[src/rtl/branch_redirect_unit_if.sv]
// rtl/branch_redirect_unit_if.sv - EX-stage branch/redirect signal bundle
//
// Groups every non-clock/reset signal of branch_redirect_unit.
//   master : EX stage / calculator side (drives EX_*, STALL, BRANCH_TAKEN)
//   slave  : branch_redirect_unit (drives BRANCH_TYPE_OUT, REDIRECT*, FLUSH_*,
//            I_FLAG, RAS_OVERFLOW, RAS_UNDERFLOW)
// Optional macro INT_VECTOR_EN adds INT_REQ and INT_RET_PC.
interface branch_redirect_unit_if #(
  parameter int PC_WIDTH = 10
);
  logic                STALL;
  logic                EX_VALID;
  logic [3:0]          EX_BRANCH_TYPE;
  logic [PC_WIDTH-1:0] EX_PC;
  logic [PC_WIDTH-1:0] EX_IMM_ADDR;
  logic [3:0]          BRANCH_TYPE_OUT;
  logic                BRANCH_TAKEN;
  logic                REDIRECT;
  logic [PC_WIDTH-1:0] REDIRECT_PC;
  logic                FLUSH_IF;
  logic                FLUSH_ID;
  logic                I_FLAG;
  logic                RAS_OVERFLOW;
  logic                RAS_UNDERFLOW;
`ifdef INT_VECTOR_EN
  logic                INT_REQ;
  logic [PC_WIDTH-1:0] INT_RET_PC;

  modport master (
    output STALL, EX_VALID, EX_BRANCH_TYPE, EX_PC, EX_IMM_ADDR, BRANCH_TAKEN,
           INT_REQ, INT_RET_PC,
    input  BRANCH_TYPE_OUT, REDIRECT, REDIRECT_PC, FLUSH_IF, FLUSH_ID, I_FLAG,
           RAS_OVERFLOW, RAS_UNDERFLOW
  );
  modport slave (
    input  STALL, EX_VALID, EX_BRANCH_TYPE, EX_PC, EX_IMM_ADDR, BRANCH_TAKEN,
           INT_REQ, INT_RET_PC,
    output BRANCH_TYPE_OUT, REDIRECT, REDIRECT_PC, FLUSH_IF, FLUSH_ID, I_FLAG,
           RAS_OVERFLOW, RAS_UNDERFLOW
  );
`else
  modport master (
    output STALL, EX_VALID, EX_BRANCH_TYPE, EX_PC, EX_IMM_ADDR, BRANCH_TAKEN,
    input  BRANCH_TYPE_OUT, REDIRECT, REDIRECT_PC, FLUSH_IF, FLUSH_ID, I_FLAG,
           RAS_OVERFLOW, RAS_UNDERFLOW
  );
  modport slave (
    input  STALL, EX_VALID, EX_BRANCH_TYPE, EX_PC, EX_IMM_ADDR, BRANCH_TAKEN,
    output BRANCH_TYPE_OUT, REDIRECT, REDIRECT_PC, FLUSH_IF, FLUSH_ID, I_FLAG,
           RAS_OVERFLOW, RAS_UNDERFLOW
  );
`endif
endinterface

[src/rtl/branch_redirect_unit.sv]
// rtl/branch_redirect_unit.sv - EX-stage control flow / PC redirect unit
//
// Ports:
//   CLK  : system clock, rising edge
//   RST  : asynchronous active-high reset
//   bus  : branch_redirect_unit_if.slave - EX-stage branch inputs, calculator
//          handshake, redirect/flush outputs, I_FLAG, sticky RAS error flags
// Optional macro INT_VECTOR_EN: interrupt vectoring to the all-ones PC.
module branch_redirect_unit #(
  parameter int PC_WIDTH     = 10,
  parameter int RAS_DEPTH    = 8,
  parameter int FLUSH_CYCLES = 2
) (
  input logic                    CLK,
  input logic                    RST,
  branch_redirect_unit_if.slave  bus
);
  localparam int              PW         = (RAS_DEPTH > 1) ? $clog2(RAS_DEPTH) : 1;
  localparam int              CW         = $clog2(RAS_DEPTH + 1);
  localparam logic [CW-1:0]   RAS_FULL   = CW'(RAS_DEPTH);
  localparam logic [CW-1:0]   CNT_ONE    = CW'(1);
  localparam logic [PW-1:0]   PTR_ONE    = PW'(1);
  localparam logic [1:0]      FLUSH_LOAD = 2'(FLUSH_CYCLES - 1);
  localparam logic [PC_WIDTH-1:0] PC_ONE = PC_WIDTH'(1);

  typedef enum logic {IDLE, FLUSH} state_t;

  state_t              state_q, state_d;
  logic [1:0]          fcnt_q, fcnt_d;
  logic                redirect_q;
  logic [PC_WIDTH-1:0] redirect_pc_q, redirect_pc_d;
  logic                i_flag_q, i_flag_d;
  logic                ovf_q, ovf_d, unf_q, unf_d;
  logic [PC_WIDTH-1:0] ras_mem [RAS_DEPTH];
  logic [PW-1:0]       ptr_q, ptr_d;   // next free slot
  logic [CW-1:0]       cnt_q, cnt_d;

  logic                accept, taken, fire, push;
  logic [PC_WIDTH-1:0] push_val, tos;
  logic [3:0]          btype;

  assign btype  = bus.EX_BRANCH_TYPE;
  assign accept = bus.EX_VALID && !bus.STALL && (state_q == IDLE);
  // Types outside 1..9 are treated as "no branch" even if the calculator says taken.
  assign taken  = accept && bus.BRANCH_TAKEN && (btype >= 4'd1) && (btype <= 4'd9);
  assign tos    = ras_mem[ptr_q - PTR_ONE];

  assign bus.BRANCH_TYPE_OUT = accept ? btype : 4'd0;
  assign bus.REDIRECT        = redirect_q;
  assign bus.REDIRECT_PC     = redirect_pc_q;
  assign bus.FLUSH_IF        = (state_q == FLUSH);
  assign bus.FLUSH_ID        = (state_q == FLUSH);
  assign bus.I_FLAG          = i_flag_q;
  assign bus.RAS_OVERFLOW    = ovf_q;
  assign bus.RAS_UNDERFLOW   = unf_q;

  always_comb begin
    state_d       = state_q;
    fcnt_d        = fcnt_q;
    fire          = 1'b0;
    push          = 1'b0;
    push_val      = '0;
    redirect_pc_d = redirect_pc_q;
    i_flag_d      = i_flag_q;
    ovf_d         = ovf_q;
    unf_d         = unf_q;
    ptr_d         = ptr_q;
    cnt_d         = cnt_q;

    case (state_q)
      IDLE: begin
        if (taken) begin
          fire = 1'b1;
          if (btype <= 4'd5) begin
            redirect_pc_d = bus.EX_IMM_ADDR;
          end else if (btype == 4'd6) begin
            redirect_pc_d = bus.EX_IMM_ADDR;
            push          = 1'b1;
            push_val      = bus.EX_PC + PC_ONE;
          end else begin
            // RET/RETID/RETIE: pop; an empty stack still redirects, to 0.
            if (cnt_q == '0) begin
              redirect_pc_d = '0;
              unf_d         = 1'b1;
            end else begin
              redirect_pc_d = tos;
              ptr_d         = ptr_q - PTR_ONE;
              cnt_d         = cnt_q - CNT_ONE;
            end
            if (btype == 4'd8)      i_flag_d = 1'b0;
            else if (btype == 4'd9) i_flag_d = 1'b1;
          end
        end
`ifdef INT_VECTOR_EN
        else if (!bus.STALL && i_flag_q && bus.INT_REQ) begin
          // A taken branch wins; the interrupt waits for the next idle cycle.
          fire          = 1'b1;
          push          = 1'b1;
          push_val      = bus.INT_RET_PC;
          i_flag_d      = 1'b0;
          redirect_pc_d = '1;
        end
`endif
        if (fire) begin
          state_d = FLUSH;
          fcnt_d  = FLUSH_LOAD;
        end
      end
      FLUSH: begin
        if (!bus.STALL) begin
          if (fcnt_q == 2'd0) state_d = IDLE;
          else                fcnt_d  = fcnt_q - 2'd1;
        end
      end
      default: state_d = IDLE;
    endcase

    // Full stack: the write pointer sits on the oldest entry, so a push
    // overwrites it and the count saturates.
    if (push) begin
      ptr_d = ptr_q + PTR_ONE;
      if (cnt_q == RAS_FULL) ovf_d = 1'b1;
      else                   cnt_d = cnt_q + CNT_ONE;
    end
  end

  always_ff @(posedge CLK or posedge RST) begin
    if (RST) begin
      state_q       <= IDLE;
      fcnt_q        <= 2'd0;
      redirect_q    <= 1'b0;
      redirect_pc_q <= '0;
      i_flag_q      <= 1'b0;
      ovf_q         <= 1'b0;
      unf_q         <= 1'b0;
      ptr_q         <= '0;
      cnt_q         <= '0;
    end else begin
      state_q       <= state_d;
      fcnt_q        <= fcnt_d;
      // fire is never set while stalled, so the strobe cannot stretch.
      redirect_q    <= fire;
      redirect_pc_q <= redirect_pc_d;
      i_flag_q      <= i_flag_d;
      ovf_q         <= ovf_d;
      unf_q         <= unf_d;
      ptr_q         <= ptr_d;
      cnt_q         <= cnt_d;
    end
  end

  // Stack storage needs no reset: count/pointer define which entries are live.
  always_ff @(posedge CLK) begin
    if (push && !RST) ras_mem[ptr_q] <= push_val;
  end
endmodule

[src/flat_wrapper.sv]
// flat-port wrapper written by rule: the top's interface ports become plain ports
module branch_redirect_unit_flat 
#(
  parameter int PC_WIDTH     = 10,
  parameter int RAS_DEPTH    = 8,
  parameter int FLUSH_CYCLES = 2
)
  (CLK, RST, bus_STALL, bus_EX_VALID, bus_EX_BRANCH_TYPE, bus_EX_PC, bus_EX_IMM_ADDR, bus_BRANCH_TAKEN, bus_BRANCH_TYPE_OUT, bus_REDIRECT, bus_REDIRECT_PC, bus_FLUSH_IF, bus_FLUSH_ID, bus_I_FLAG, bus_RAS_OVERFLOW, bus_RAS_UNDERFLOW);
  branch_redirect_unit_if #(.PC_WIDTH(PC_WIDTH)) bus_i ();
  input logic CLK;
  input logic RST;
  input wire logic [$bits(bus_i.STALL)-1:0] bus_STALL;
  input wire logic [$bits(bus_i.EX_VALID)-1:0] bus_EX_VALID;
  input wire logic [$bits(bus_i.EX_BRANCH_TYPE)-1:0] bus_EX_BRANCH_TYPE;
  input wire logic [$bits(bus_i.EX_PC)-1:0] bus_EX_PC;
  input wire logic [$bits(bus_i.EX_IMM_ADDR)-1:0] bus_EX_IMM_ADDR;
  input wire logic [$bits(bus_i.BRANCH_TAKEN)-1:0] bus_BRANCH_TAKEN;
  output wire logic [$bits(bus_i.BRANCH_TYPE_OUT)-1:0] bus_BRANCH_TYPE_OUT;
  output wire logic [$bits(bus_i.REDIRECT)-1:0] bus_REDIRECT;
  output wire logic [$bits(bus_i.REDIRECT_PC)-1:0] bus_REDIRECT_PC;
  output wire logic [$bits(bus_i.FLUSH_IF)-1:0] bus_FLUSH_IF;
  output wire logic [$bits(bus_i.FLUSH_ID)-1:0] bus_FLUSH_ID;
  output wire logic [$bits(bus_i.I_FLAG)-1:0] bus_I_FLAG;
  output wire logic [$bits(bus_i.RAS_OVERFLOW)-1:0] bus_RAS_OVERFLOW;
  output wire logic [$bits(bus_i.RAS_UNDERFLOW)-1:0] bus_RAS_UNDERFLOW;
  assign bus_i.STALL = bus_STALL;
  assign bus_i.EX_VALID = bus_EX_VALID;
  assign bus_i.EX_BRANCH_TYPE = bus_EX_BRANCH_TYPE;
  assign bus_i.EX_PC = bus_EX_PC;
  assign bus_i.EX_IMM_ADDR = bus_EX_IMM_ADDR;
  assign bus_i.BRANCH_TAKEN = bus_BRANCH_TAKEN;
  assign bus_BRANCH_TYPE_OUT = bus_i.BRANCH_TYPE_OUT;
  assign bus_REDIRECT = bus_i.REDIRECT;
  assign bus_REDIRECT_PC = bus_i.REDIRECT_PC;
  assign bus_FLUSH_IF = bus_i.FLUSH_IF;
  assign bus_FLUSH_ID = bus_i.FLUSH_ID;
  assign bus_I_FLAG = bus_i.I_FLAG;
  assign bus_RAS_OVERFLOW = bus_i.RAS_OVERFLOW;
  assign bus_RAS_UNDERFLOW = bus_i.RAS_UNDERFLOW;
  branch_redirect_unit #(.PC_WIDTH(PC_WIDTH), .RAS_DEPTH(RAS_DEPTH), .FLUSH_CYCLES(FLUSH_CYCLES)) u_core (.CLK(CLK), .RST(RST), .bus(bus_i));
endmodule
[config.mk]
export PLATFORM = sky130hd
export DESIGN_NAME = branch_redirect_unit_flat
export DESIGN_NICKNAME = d
export VERILOG_FILES = /design/src/rtl/branch_redirect_unit_if.sv /design/src/rtl/branch_redirect_unit.sv /design/src/flat_wrapper.sv
export SDC_FILE = /design/constraint.sdc
export NUM_CORES = 1
export LEC_CHECK = 0
export ABC_AREA = 1
export CORE_ASPECT_RATIO = 1.1
export CORE_UTILIZATION = 45
export DETAILED_ROUTE_END_ITERATION = 7
export GPL_ROUTABILITY_DRIVEN = 0
export GPL_TIMING_DRIVEN = 0
export PLACE_DENSITY = 0.72
export SYNTH_ARGS = -nofsm -noshare
export SYNTH_HDL_FRONTEND = slang
export SYNTH_SLANG_ARGS = --single-unit
[constraint.sdc]
create_clock -name CLK -period 2.27 [get_ports CLK]
set_input_delay 0.5675 -clock CLK [delete_from_list [all_inputs] [get_ports CLK]]
set_output_delay 0.5675 -clock CLK [all_outputs]
set_load 0.005 [all_outputs]
# After elaboration in Yosys (flattened, before gate mapping)
# Memory sizes are Yosys's and may differ from the RTL's.
# Index checks and enable logic that the tools add are counted.
# word_totals
word_cells	91
memories	1
mem_bits_rw	80
register_bits	24
output_inout_bits	20
inputBits	29
# memory_table
memory	words	word_bits	rd	rd_clocked_by_memory_dff	wr	line_no	rtl
u_core.ras_mem	8	10	1	0	1	branch_redirect_unit.sv:34	logic [PC_WIDTH-1:0] ras_mem [RAS_DEPTH];
# op_classes
addsub	6
order_cmp	3
bitwise	3
n_reduce_logical	18
n_eq_ne	11
muxes	40
# ops
cell	n
2-to-1 mux 10 bit	7
2-to-1 mux 4 bit	8
2-to-1 mux 3 bit	6
AND reduction 5 bit	3
2-to-1 mux 1 bit	14
equality test 4 bit, second input constant	3
adder 10 x 1 -> 10 bit, second input constant	1
inequality test 2 bit, second input constant	4
logical AND 1 bit	6
2-to-1 mux 2 bit	3
inequality test 2 x 1 -> 1 bit, second input constant	3
adder 4 x 1 -> 4 bit, second input constant	1
equality test 4 x 3 -> 1 bit, second input constant	1
>= comparator 4 x 1 -> 1 bit, second input constant	1
less-or-equal comparator 4 x 3 -> 1 bit, second input constant	1
less-or-equal comparator 4 bit, second input constant	1
zero test 4 bit	1
case mux 2 bit (2 select lines)	1
AND reduction 2 bit	2
nonzero test 2 bit	2
subtractor 4 x 1 -> 4 bit, second input constant	1
adder 3 x 1 -> 3 bit, second input constant	1
inverter 1 bit	3
AND reduction 3 bit	1
other kinds (5)	6

# Depth between registers and ports, before layout
# Gate-level depths: netlist of run 1.
# logic_depth
word_depth	11
depth_mapped	12
depth_no_buf	12

# Least setup slack after synthesis of run 1
# No wires, ideal clock.
# synth_timing
path_type	in2reg
from	in RST
to	mem u_core.ras_mem[0][0], enable pin
slack_ns	-0.192
arrival_time_ns	2.072
path_buffers	0
stages	3
setup_time_ns	0.390
path_cell_list	inv_1 -> nand3_4 -> nor3_1
# synth_between
elab_chain_cells	4
# synth_lines
element	line_no	rtl
from (decl)	flat_wrapper.sv:11	input logic RST;
zero test 1 bit (no source line)	n/a	
logical AND 1 bit	branch_redirect_unit.sv:154	if (push && !RST) ras_mem[ptr_q] <= push_val;
2-to-1 mux 1 bit	branch_redirect_unit.sv:154	
2-to-1 mux 1 bit (not written as such)	branch_redirect_unit.sv:154	
to (decl)	branch_redirect_unit.sv:34	
# No other way between the ends.

# Worst setup path after layout of run 1
# layout_timing
from	in bus_EX_BRANCH_TYPE[3]
to	mem u_core.ras_mem[3][3], enable pin
# layout_between
elab_chain_cells	8
word_cells_on_any_way	13
cone_classes	order compare (3); eq/ne (1); mux (6); reduce/logical (3)
# layout_lines
element	line_no	rtl
from (decl)	flat_wrapper.sv:14	input wire logic [$bits(bus_i.EX_BRANCH_TYPE)-1:0] bus_EX_BRANCH_TYPE;
>= comparator 4 x 1 -> 1 bit / equality test 4 x 3 -> 1 bit (equally long branches)	branch_redirect_unit.sv:45, branch_redirect_unit.sv:76	
logical AND 1 bit / 2-to-1 mux 1 bit (equally long branches)	branch_redirect_unit.sv:45, branch_redirect_unit.sv:76	
logical AND 1 bit / 2-to-1 mux 1 bit (equally long branches)	branch_redirect_unit.sv:45, branch_redirect_unit.sv:74	
2-to-1 mux 1 bit *	branch_redirect_unit.sv:72	if (taken) begin
2-to-1 mux 1 bit *	branch_redirect_unit.sv:70	case (state_q)
logical AND 1 bit *	branch_redirect_unit.sv:154	
2-to-1 mux 1 bit *	branch_redirect_unit.sv:154	
2-to-1 mux 1 bit (not written as such) *	branch_redirect_unit.sv:154	
# Mark *: on every way between the ends. The rest lies on a longest branch, timed or not.

==> reports/metrics.csv, run 1 <==
stage;metric;value;unit
clock_tree;worst_skew_pair.late_latency;360;ps
timing;finalSetupViolCount;0;
cells_and_area;final_util;60.4;%
logic_synthesis;synthesis.nets;528;
hold_path;whs_endpoint;u_core.bus.RAS_UNDERFLOW;
hold_path;hp-start;u_core.bus.RAS_UNDERFLOW;
setup_path;crit_type;in2reg;
placement;port_buffers;48;
setup_path;cp.arrival;2290;ps
setup_path;crit_required;2340;ps
clock_tree;tritoncts;yes;
setup_path;endpoint_kind;flop;
clock_tree;htree_levels;3;
timing;drv_slew;0;
flow_run;maxCapViolCount;0;
timing;slew_headroom;44.7;%
clock_tree;cts.clk_slew.worst_paths;70;ps
setup_path;r2r_start;u_core.ptr_q[0];
cells_and_area;fill_cells;807;
logic_synthesis;ys_ff_latch;104;
timing;min_period_over_period;97.7;%
route;drt_wl_total;12.6;mm
global_routing;use_met2;37.9;%
global_routing;grt_max_degree;27;
clock_tree;cts_buffers;9;
global_routing;grt_use_met1;27.9;%
power;ir_drop;577;uV
hold_path;hold_path_depth;1;
global_routing;busiest_layer;met2;
cells_and_area;layout.cells.non_filler;724;
global_routing;track_usage;23.1;%
setup_path;reg2regPathDepth;11;
route;via_count;3914;
floorplan;core_area;10400;um2
global_routing;grt_use_met3;4.30;%
clock_tree;clock_path_buffers;2;
hold_path;hold_class;reg2reg;
logic_synthesis;avgSynthCellArea;9.79;um2
route;postRouteAntennaNets;0;
global_routing;grt_pass1_wl;18.8;mm
timing;worst_pin_slew;824;ps
logic_synthesis;yosys-top-cells-area;edfxtp_1 50%, dfrtp_1 12%, nand2_1 7.4%;
outcome;outcome;finished clean;
route;drc;0;
floorplan;initial_utilization;46.5;%
global_routing;antenna_found_initial;0;
placement;preCtsSetupSlack;-1360;ps
route;vias_per_cell;5.41;
floorplan;dieWidth;101;um
global_routing;grt_pass1_vias;3709;
cells_and_area;drive_gt1_share;17.7;%
logic_synthesis;syn_area;4830;um2
power;pwr_density_cell;1070;nW/um2
route;routedWlPerCell;17.5;um
power;leakage;2.66;nW
logic_synthesis;ys.warnings.count;0;
timing;setup_slack;51.8;ps
floorplan;dieHeight;111;um
placement;hpwl;7.74;mm
logic_synthesis;synth_cells;493;
setup_path;startpoint_type;input port;
cells_and_area;layout_common_cells;92 x nand2_1, 85 x nor2_1, 80 x edfxtp_1;
timing;fin_hold_ws;466;ps
floorplan;num_rows;39;
floorplan;die_area;11100;um2
setup_path;cp_max_fo;5;
cells_and_area;fin_nets;611;
cells_and_area;mostFrequentLayoutCell;nand2_1;
placement;dp_cells;684;
setup_path;reg2reg_to;u_core.bus.REDIRECT_PC[4];
timing;tns;0;ps
timing;max_freq;451;MHz
setup_path;rrSetupSlack;60;ps
route;drt_iter0_markers;343;
clock_tree;hold_buffers;0;
timing;period_minus_slack;2220;ps
timing;hold_viol;0;
global_routing;grt_overflow_total;0;
clock_tree;cts_root_buffer;clkbuf_16;
floorplan;io_pins;49;
logic_synthesis;yosysTopAreaCell;edfxtp_1;
timing;finClkSkew;7.23;ps
route;first_pass_iters;5;
logic_synthesis;ys_types;31;
cells_and_area;diodes;0;
cells_and_area;areaGrowthSynthToFinish;30.1;%
clock_tree;cts.sinks;104;
logic_synthesis;yosys.area.top_type_share;49.8;%
logic_synthesis;seq_area_frac_synth;62.2;%
-- repair_timing --
action / 4_1_cts / 5_1_grt
buffers inserted: 15 / 7
endpoints found under the setup margin: 157 / 141
gates cloned: 1 / 2
resized for setup: 42 / 22
pin swaps: 12 / 4
-- state kept, by name, summed over array words and instances (netlist names) --
name	count
u_core.ras_mem	80
u_core.bus.I_FLAG	1
u_core.fcnt_q	2
u_core.bus.RAS_UNDERFLOW	1
u_core.bus.FLUSH_ID	1
u_core.bus.REDIRECT_PC	10
u_core.cnt_q	4
u_core.bus.RAS_OVERFLOW	1
u_core.ptr_q	3
u_core.bus.REDIRECT	1
-- worst max-delay path, stage by stage --
cell,delay (ps)
dlygate4sd2_1,310
inv_2,100
nand2_2,110
nand2_1,70
nand2_2,90
nand2_4,70
nor2_8,110
buf_6,110
nand3_4,90
buf_6,160
nor3_4,290
clkbuf_16,210
-- cells in the mapped netlist, drive strengths merged --
| master | instances |
|---|---|
| dfrtp | 24 |
| a31o | 1 |
| ha | 6 |
| nand4 | 2 |
| nand2 | 100 |
| o21bai | 1 |
| nor3 | 14 |
| inv | 34 |
| nor2 | 95 |
| a31oi | 1 |
| a21oi | 25 |
| xor2 | 5 |
| xnor2 | 1 |
| o21ai | 35 |
| nand3b | 2 |
| buf | 14 |
| and3 | 1 |
| clkbuf | 7 |
| nand3 | 44 |
| o22ai | 1 |
| edfxtp | 80 |
-- worst max-delay path by stage --
stage	slack (ps)	end	from
after global placement	-1310	u_core.ras_mem[6][0]	RST
final	50	u_core.ras_mem[3][3]	bus_EX_BRANCH_TYPE[3]
after global routing	-8	u_core.ras_mem[1][6]	bus_EX_PC[0]
after floorplan	-190	u_core.ras_mem[0][0]	RST
after detailed placement	-1360	u_core.ras_mem[5][0]	RST
after CTS	-0.05	u_core.ras_mem[5][1]	RST
-- final cells by class --
class	instances	area, um2	area share (%)
Sequential cell	104	3000	47.8
Multi-Input combinational cell	334	1770	28.1
Timing Repair Buffer	72	776	12.3
Clock buffer	12	279	4.44
Tap cell	143	179	2.85
Inverter	34	139	2.21
Buffer	20	113	1.79
Clock inverter	4	22.5	0.358
Timing Repair inverter	1	5.00	0.0797
-- per-stage QoR --
step,power [mW],cell area [um2]
3_5_place_dp,4.92,5500
4_1_cts,6.54,6120
6_report,6.75,6280
3_3_place_gp,4.85,5490
5_1_grt,7.13,6280
2_1_floorplan,3.98,4830
-- where the power goes --
| part | switching, mW | total, mW | internal [mW] | leakage [nW] |
|---|---|---|---|---|
| registers | 0.164 | 2.37 | 2.21 | 1.09 |
| clock network | 0.675 | 1.55 | 0.875 | 0.153 |
| logic | 1.73 | 2.83 | 1.10 | 1.42 |
| total | 2.57 | 6.75 | 4.18 | 2.66 |
-- layer usage --
metal / up-vias / wire length, um
li1: 1830 / -
met1: 1860 / 4870
met2: 174 / 6350
met3: 50 / 813
met4: 0 / 608
met5: - / 0
-- cells by family after synthesis --
kind of cell	synth area share (%)
AO/OA/AOI/OAI	6.82
AND/OR/NAND/NOR	23.6
adder cells (fa/ha/maj)	1.55
flip-flops	62.2
buffers and inverters	4.79
XOR/XNOR	1.09
No activity file was read; power rests on OpenSTA's default activity.
==> run 2: changes to the inputs <==
--- a/config.mk
+++ b/config.mk
@@ -11,7 +11,8 @@
 export DETAILED_ROUTE_END_ITERATION = 7
 export GPL_ROUTABILITY_DRIVEN = 0
 export GPL_TIMING_DRIVEN = 0
-export PLACE_DENSITY = 0.72
+export HOLD_SLACK_MARGIN = 0.12
+export PLACE_DENSITY = 0.68
 export SYNTH_ARGS = -nofsm -noshare
 export SYNTH_HDL_FRONTEND = slang
 export SYNTH_SLANG_ARGS = --single-unit
==> reports/metrics.csv, run 2 (same netlist as run 1, synthesis figures left out) <==
stage;metric;value;unit;change
global_routing;grt_overflow_total;0;;unchanged
cells_and_area;layout_common_cells;93 x nand2_1, 83 x nor2_1, 80 x edfxtp_1;;
cells_and_area;fin_nets;609;;-0.33%
clock_tree;clock_path_buffers;2;;unchanged
cells_and_area;mostFrequentLayoutCell;nand2_1;;
timing;hold_viol;0;;unchanged
placement;preCtsSetupSlack;-1240;ps;+116 ps
hold_path;hold_class;reg2reg;;
setup_path;cp_max_fo;5;;unchanged
floorplan;io_pins;49;;unchanged
setup_path;crit_required;1700;ps;-640 ps
setup_path;endpoint_kind;output port;;
timing;drv_slew;0;;unchanged
floorplan;dieWidth;101;um;unchanged
cells_and_area;final_util;59.4;%;-1.1 points
setup_path;crit_type;in2out;;
clock_tree;worst_skew_pair.late_latency;340;ps;-20 ps
floorplan;num_rows;39;;unchanged
global_routing;grt_pass1_wl;19.2;mm;+2.2%
global_routing;track_usage;23.3;%;+0.21 points
floorplan;dieHeight;111;um;unchanged
timing;slew_headroom;45.6;%;+0.88 points
route;first_pass_iters;5;;unchanged
route;routedWlPerCell;16.7;um;-4.5%
placement;port_buffers;48;;unchanged
power;leakage;2.59;nW;-2.8%
outcome;outcome;finished clean;;
route;postRouteAntennaNets;0;;unchanged
floorplan;die_area;11100;um2;unchanged
route;drc;0;;unchanged
timing;setup_slack;61.8;ps;+10.0 ps
cells_and_area;areaGrowthSynthToFinish;27.8;%;
clock_tree;cts.clk_slew.worst_paths;70;ps;about the same
setup_path;cp-endpoint;bus_BRANCH_TYPE_OUT[0];;
global_routing;grt_pass1_vias;3719;;+0.27%
timing;tns;0;ps;unchanged
setup_path;slowest_stage;clkdlybuf4s50_1;;
cells_and_area;regMostFlops;u_core.ras_mem;;
clock_tree;tritoncts;yes;;
timing;max_freq;453;MHz;+0.45%
route;drt_iter0_markers;314;;-8.5%
cells_and_area;fill_cells;849;;+5.2%
hold_path;hold_path_depth;1;;unchanged
clock_tree;cts_buffers;9;;unchanged
cells_and_area;finish.instance_area;6170;um2;-1.8%
placement;hpwl;7.88;mm;+1.8%
timing;finalSetupViolCount;0;;unchanged
clock_tree;cts.sinks;104;;unchanged
power;pwr_density_cell;1050;nW/um2;-2.4%
setup_path;crit_chain;dlygate4sd2_1 -> nor2_4 -> nand2_4 -> nor2_1 -> clkdlybuf4s50_1;;
global_routing;grt_max_degree;27;;unchanged
placement;placed_cell_area;5520;um2;+0.46%
setup_path;worst_path_largest_cell_delay;500;ps;+190 ps
setup_path;reg2reg_to;u_core.ras_mem[1][5];;
floorplan;core_area;10400;um2;unchanged
cells_and_area;layout.cells.non_filler;722;;-0.28%
route;via_count;3785;;-3.3%
power;finalPower;6.48;mW;-4.1%
route;drt_wl_total;12.0;mm;-4.7%
setup_path;startpoint_type;input port;;
clock_tree;cts_root_buffer;clkbuf_16;;
clock_tree;htree_levels;3;;unchanged
global_routing;antenna_found_initial;0;;unchanged
floorplan;initial_utilization;46.5;%;unchanged
timing;finClkSkew;7.62;ps;+0.383 ps
cells_and_area;drive_gt1_share;17.3;%;-0.46 points
cells_and_area;diodes;0;;unchanged
setup_path;reg2regPathDepth;5;;-6
route;vias_per_cell;5.24;;-3.0%
setup_path;crit_start;bus_STALL;;
setup_path;rrSetupSlack;150;ps;+90 ps
timing;min_period_over_period;97.3;%;-0.44 points
setup_path;cp.arrival;1640;ps;-650 ps
timing;worst_pin_slew;811;ps;-13.1 ps
placement;dp_cells;686;;+0.29%
timing;period_minus_slack;2210;ps;-10.0 ps
cells_and_area;largest_register_ff_count;80;;unchanged
power;ir_drop;521;uV;-9.7%
setup_path;r2r_start;u_core.bus.FLUSH_ID;;
timing;fin_hold_ws;469;ps;+2.73 ps
flow_run;maxCapViolCount;0;;unchanged
==> run 2: layout make-up <==
class | instances | area [um2] | share of cell area [%]
buffer | 21 | 118 | 1.91
multi-input combinational | 334 | 1770 | 28.6
inverter | 34 | 135 | 2.19
clock inverter | 4 | 21.3 | 0.345
tap | 143 | 179 | 2.90
timing repair buffer | 69 | 704 | 11.4
clock buffer | 12 | 236 | 3.83
timing repair inverter | 1 | 5.00 | 0.0811
sequential | 104 | 3010 | 48.7
==> run 2: power breakdown <==
| part | switching (mW) | internal [mW] | leakage [nW] | total, mW |
|---|---|---|---|---|
| logic | 1.68 | 1.05 | 1.38 | 2.73 |
| clock network | 0.640 | 0.737 | 0.124 | 1.38 |
| registers | 0.161 | 2.21 | 1.09 | 2.37 |
| total | 2.48 | 4.00 | 2.59 | 6.48 |
==> run 2: how the worst min path moves through the flow <==
stage / end / slack [ps] / startpoint
floorplan: u_core.bus.RAS_UNDERFLOW / 470 / u_core.bus.RAS_UNDERFLOW
global placement: u_core.bus.RAS_UNDERFLOW / 450 / u_core.bus.RAS_UNDERFLOW
detailed placement: u_core.bus.RAS_UNDERFLOW / 460 / u_core.bus.RAS_UNDERFLOW
CTS: u_core.bus.RAS_UNDERFLOW / 470 / u_core.bus.RAS_UNDERFLOW
global route: u_core.bus.RAS_UNDERFLOW / 500 / u_core.bus.RAS_UNDERFLOW
finish: u_core.bus.RAS_UNDERFLOW / 470 / u_core.bus.RAS_UNDERFLOW
==> run 2: repair_timing <==
action,CTS,global route
gates cloned,0,1
setup endpoints to repair,161,146
hold endpoints to repair,0,0
hold buffers,0,0
setup buffers,14,5
gates resized for setup,42,22
pin swaps,9,6
==> run 2: worst max-delay path, delay by kind of cell <==
kind | cells | cell delay [ps]
buffers and inverters | 2 | 770
AND/OR/NAND/NOR | 3 | 290
==> run 2: layer usage <==
metal  track usage (%)  up-vias  share of wire [%]  routed length [um]
met5                 0        -                  0                   0
met4              11.3        0                4.1                 491
li1                  -     1831                  -                   -
met3              3.67       32                4.7                 567
met1              30.0     1794                 41                4930
met2              38.2      128                 50                6050
